$ cat src/rtl/sparse_adder64_core.sv
// 64-bit sparse-carry adder: Kogge-Stone group prefix plus conditional-sum groups, with a registered copy.
// Optional carry-in port enabled by defining SPARSE_ADDER64_CIN_EN.
module sparse_adder64_core #(
    parameter int SPARSITY = 4
) (
    input  logic        clk,
    input  logic        rst,
    input  logic [63:0] A,
    input  logic [63:0] B,
`ifdef SPARSE_ADDER64_CIN_EN
    input  logic        CIN,
`endif
    output logic [63:0] SUM,
    output logic        CO,
    output logic [63:0] SUM_R,
    output logic        CO_R
);

    localparam int NG     = 64 / SPARSITY;
    localparam int LEVELS = $clog2(NG);

    generate
        if (SPARSITY != 2 && SPARSITY != 4 && SPARSITY != 8) begin : g_bad_sparsity
            $fatal(1, "sparse_adder64_core: SPARSITY must be 2, 4 or 8");
        end
    endgenerate

    logic cin;
`ifdef SPARSE_ADDER64_CIN_EN
    assign cin = CIN;
`else
    assign cin = 1'b0;
`endif

    logic [63:0]   g_bit;
    logic [63:0]   p_bit;
    logic [NG-1:0] grp_g;
    logic [NG-1:0] grp_p;
    logic [NG-1:0] grp_cout;
    logic [NG-1:0] grp_cin;

    assign g_bit = A & B;
    assign p_bit = A ^ B;

    // Carry into group k is the prefix carry out of group k-1; group 0 sees cin directly.
    assign grp_cin = {grp_cout[NG-2:0], cin};
    assign CO      = grp_cout[NG-1];

    genvar gi;
    generate
        for (gi = 0; gi < NG; gi++) begin : g_grp
            logic [SPARSITY:0]   c0;
            logic [SPARSITY:0]   c1;
            logic [SPARSITY-1:0] sum0;
            logic [SPARSITY-1:0] sum1;

            always_comb begin
                c0    = '0;
                c1    = '0;
                c0[0] = 1'b0;
                c1[0] = 1'b1;
                for (int b = 0; b < SPARSITY; b++) begin
                    c0[b+1] = g_bit[gi*SPARSITY+b] | (p_bit[gi*SPARSITY+b] & c0[b]);
                    c1[b+1] = g_bit[gi*SPARSITY+b] | (p_bit[gi*SPARSITY+b] & c1[b]);
                end
            end

            assign sum0 = p_bit[gi*SPARSITY +: SPARSITY] ^ c0[SPARSITY-1:0];
            assign sum1 = p_bit[gi*SPARSITY +: SPARSITY] ^ c1[SPARSITY-1:0];

            // The ripple carry-out with carry-in 0 is exactly the group generate term.
            assign grp_g[gi] = c0[SPARSITY];
            assign grp_p[gi] = &p_bit[gi*SPARSITY +: SPARSITY];

            assign SUM[gi*SPARSITY +: SPARSITY] = grp_cin[gi] ? sum1 : sum0;
        end
    endgenerate

    // Kogge-Stone prefix over group (G,P) pairs, cin folded into group 0.
    always_comb begin
        logic [NG-1:0] kg;
        logic [NG-1:0] kp;
        logic [NG-1:0] nx_g;
        logic [NG-1:0] nx_p;
        kg    = grp_g;
        kp    = grp_p;
        kg[0] = grp_g[0] | (grp_p[0] & cin);
        nx_g  = kg;
        nx_p  = kp;
        for (int l = 0; l < LEVELS; l++) begin
            nx_g = kg;
            nx_p = kp;
            for (int i = 0; i < NG; i++) begin
                if (i >= (1 << l)) begin
                    nx_g[i] = kg[i] | (kp[i] & kg[i-(1<<l)]);
                    nx_p[i] = kp[i] & kp[i-(1<<l)];
                end
            end
            kg = nx_g;
            kp = nx_p;
        end
        grp_cout = kg;
    end

    always_ff @(posedge clk) begin
        if (rst) begin
            SUM_R <= 64'h0;
            CO_R  <= 1'b0;
        end else begin
            SUM_R <= SUM;
            CO_R  <= CO;
        end
    end

endmodule

$ cat config.mk
export PLATFORM = sky130hd
export DESIGN_NAME = sparse_adder64_core
export DESIGN_NICKNAME = d
export VERILOG_FILES = /design/src/rtl/sparse_adder64_core.sv
export SDC_FILE = /design/constraint.sdc
export NUM_CORES = 1
export LEC_CHECK = 0
export CAP_MARGIN = 25
export CORE_MARGIN = 2
export CORE_UTILIZATION = 41
export CTS_BUF_LIST = sky130_fd_sc_hd__clkbuf_8 sky130_fd_sc_hd__clkbuf_16
export CTS_CLUSTER_DIAMETER = 40
export DETAILED_ROUTE_END_ITERATION = 16
export GPL_TIMING_DRIVEN = 0
export PLACE_DENSITY = 0.79
export SYNTH_ARGS = -nofsm -noshare
export SYNTH_HDL_FRONTEND = slang
export SYNTH_SLANG_ARGS = --single-unit
$ cat constraint.sdc
create_clock -name clk -period 6.91 [get_ports clk]
set_clock_uncertainty 0.15 [all_clocks]
set_input_delay 1.382 -clock clk [delete_from_list [all_inputs] [get_ports clk]]
set_output_delay 1.382 -clock clk [all_outputs]
set_load 0.02 [all_outputs]
==> impl_results.md <==
- Combinational share of power: 0.499
- Routed len/inst: 15.9 um
- Clk pwr share: 0.257
- Residual DRC: 0
- Worst slew margin: 0.601
- Hold_sp: A[0]
- Worst EP required: 5380 ps
- Psw: 0.668 mW
- Fin. max-slew vios: 0
- Crit path arrival time: 5240 ps
- Root Buffer: clkbuf_16
- Vias in the first global route: 5319
- Top_reg_cell synth: dfxtp_1
- RD Place Congestion: 0.892
- Syn_area_per_cell: 8.87 sq um
- Die height: 116 um
- H-Tree Level Count: 3
- Die area: 0.0135 sq mm
- Int Pwr: 1.15 mW
- Reg clk slew, reported paths: 60 ps
- Async SR Flop Fraction: 0
- Layout cells sized above 1: 0.0992
- Antenna violations before repair: 0
- Via count: 5216
- Num rows: 41
- Post-synth EDFFs: 0
- Fin nets: 1072
- VDD IR max: 0.117 mV
- CP startpoint: A[1]
- Area Overhead vs Synth: 62.1%
- Syn Nets: 792
- Final Critical Period: 6770 ps
- Slew @ Worst Pin: 599 ps
- Fin Hold WS: 1280 ps
- Tot GR Track Use: 0.240
- Power, Total: 1.81 mW
- TritonCTS Buffers: 9
- Crit share post-route: 0.980
- I/O Buffers: 259
- Power Density: 217 mW/mm^2
- HP Class: in2reg
- Max-cap viol count: 0
- DR iter-0 viols: 186
- #FFs+latches synth: 65
- Pin count of the biggest net entering global routing: 12
- Vias per cell: 5.02
- Area post-placement: 0.00798 sq mm
- Clock Path Buffers: 2
- Worst Setup End Kind: output pin
- Post-layout instance area: 0.00838 sq mm
- Initial core utilization: 0.415
- Post-synthesis instance area: 0.00517 sq mm
- Ys Warns: 0
- Core area: 0.0125 sq mm
- Post-route ant nets: 0
- Worst setup SP type: primary input
- Die W: 116 um
- Total wire length: 16500 um
- Cell variety after synth: 73
- Reg power frac: 0.244
- Global-route wire length before repair: 25200 um
- Initial DRT Pass Iterations: 4
- Final Hold Fails: 0
- Final core area utilization: 0.672
- Max Clk Rate: 0.148 GHz
- Io pins: 260
- Antenna fix cells: 0
- CP Class: in2out
- Sequential fraction of the synthesis area: 0.252
- Final Setup Violations: 0
- Mapped Cells: 583
- Gr ovfl total: 0
- Sink Count: 65
- CTS tree: yes
- Switching Share: 0.368
- Status: finished clean
- Leakage: 3.68 nW
- Final HPWL DP: 13600 um
- Finished Layout Cells: 1039
- Critical Path Fanout Max: 6
- Placed cell count: 1014
-- synth_stat cells (2+ instances only) --
library cell,n,share of area
xnor2_1,26,0.044
and2_1,53,0.064
fa_1,3,0.012
a211oi_2,2,0.0048
nor2_2,3,0.0036
o21bai_1,8,0.012
a21o_1,13,0.019
a2111oi_4,2,0.011
nor3_1,7,0.0068
inv_1,57,0.041
o21ai_2,2,0.0034
nand4_1,7,0.0085
a41oi_1,3,0.0051
clkbuf_1,7,0.0051
nand2_1,29,0.021
or3_1,3,0.0036
a211oi_1,3,0.0044
nand4_2,2,0.0048
nand3b_1,2,0.0029
and4_1,2,0.0034
o2111ai_1,3,0.0051
o211ai_1,2,0.0029
o21ai_0,13,0.013
nand2b_1,3,0.0036
mux2i_1,14,0.027
a2111o_1,2,0.0044
nor2b_1,13,0.016
xor2_1,28,0.047
o21a_1,7,0.010
o21ai_1,5,0.0048
buf_2,2,0.0019
a21bo_2,2,0.0039
nor2_1,25,0.018
or2_2,3,0.0036
a21oi_1,37,0.036
nand3_1,5,0.0048
a31oi_1,8,0.0097
dfxtp_1,65,0.25
mux2_2,2,0.0044
mux2_1,2,0.0044
ha_1,76,0.18
-- critical path, cell delays in order --
cell and delay, ps:
clkdlybuf4s50_1 490, fa_2 220, fa_2 200, inv_2 40, fa_2 390, nand4b_1 270
o21bai_4 240, o211ai_4 120, a2111oi_4 460, buf_4 210, o21ai_4 90, o21a_2 270
o21ai_2 210, mux2i_2 290, xnor2_1 160, clkbuf_2 200
-- final timing paths --
kind	endpoint	slack, ps	depth (start not counted)
setup / recovery	SUM[57]	140	16
hold / removal	SUM_R[0]	1280	3
-- layout make-up --
type	count	area [sq um]
Buffer	9	36.3
Fill cell	1023	4090
Multi-Input combinational cell	451	3700
Sequential cell	65	1300
Clock inverter	5	56.3
Timing Repair Buffer	269	2620
Tap cell	172	215
Clock buffer	10	239
Inverter	58	218
-- per-stage QoR --
| step | setup TNS (ps) | worst slack [ps] |
|---|---|---|
| 3_3_place_gp | -4860 | -423 |
| 2_1_floorplan | 0 | 737 |
| 3_5_place_dp | -6130 | -501 |
| 6_report | 0 | 139 |
| 5_1_grt | -58.9 | -17.7 |
| 4_1_cts | -47.6 | -24.2 |
-- power by group through the flow --
stage	clock network (mW)	logic, mW	registers, mW
finish	0.467	0.905	0.442
global route	0.491	0.971	0.446
CTS	0.473	0.903	0.443
detailed placement	0	0.913	0.450
global placement	0	0.898	0.449
floorplan	0	0.418	0.518
-- routing by layer --
metal	vias to the layer above	wire [um]	part of all wire	GRT usage
li1	2591	-	-	-
met1	2393	6360	0.39	0.249
met2	202	8540	0.52	0.459
met3	30	1170	0.071	0.0638
met4	0	402	0.024	0.0881
met5	-	0	0	0
-- placed cells by master, fill, tap and decap left out, drive strengths merged, types with 5 or more instances in the layout --
cell type	count
nand2	29
mux2	5
nor2	29
nand4	9
o21bai	9
xor2	28
dfxtp	65
a21o	14
ha	76
a31oi	9
buf	14
a211oi	5
dlygate4sd2	17
and2	53
inv	58
xnor2	26
nor3	7
mux2i	15
a21oi	38
nor2b	13
clkdlybuf4s50	229
nand3	5
o21ai	20
clkbuf	23
o21a	7
-- what timing repair did --
action	4_1_cts	5_1_grt
resized for setup	41	32
buffers inserted	4	6
pin swaps	4	11
cloned	0	0
endpoints found under the setup margin	32	34
hold buffers	0	0
endpoints found under the hold margin	0	0
-- cell families (layout without fill, tap and decap cells) --
kind of cell | after synthesis | after routing | synth area share
AOI/OAI and AO/OA | 134 | 134 | 0.195
muxes | 20 | 20 | 0.0414
xor gates and xnor gates | 54 | 54 | 0.0915
and+or+nand+nor | 164 | 164 | 0.176
adders and majority gates | 79 | 79 | 0.196
buffers and inverters | 67 | 351 | 0.0491
DFF | 65 | 65 | 0.252
-- registers in the layout, indices dropped and copies added, names as in the netlist --
register / flops
SUM_R: 64
CO_R: 1
Note: power is estimated with default switching activity, not from simulation.
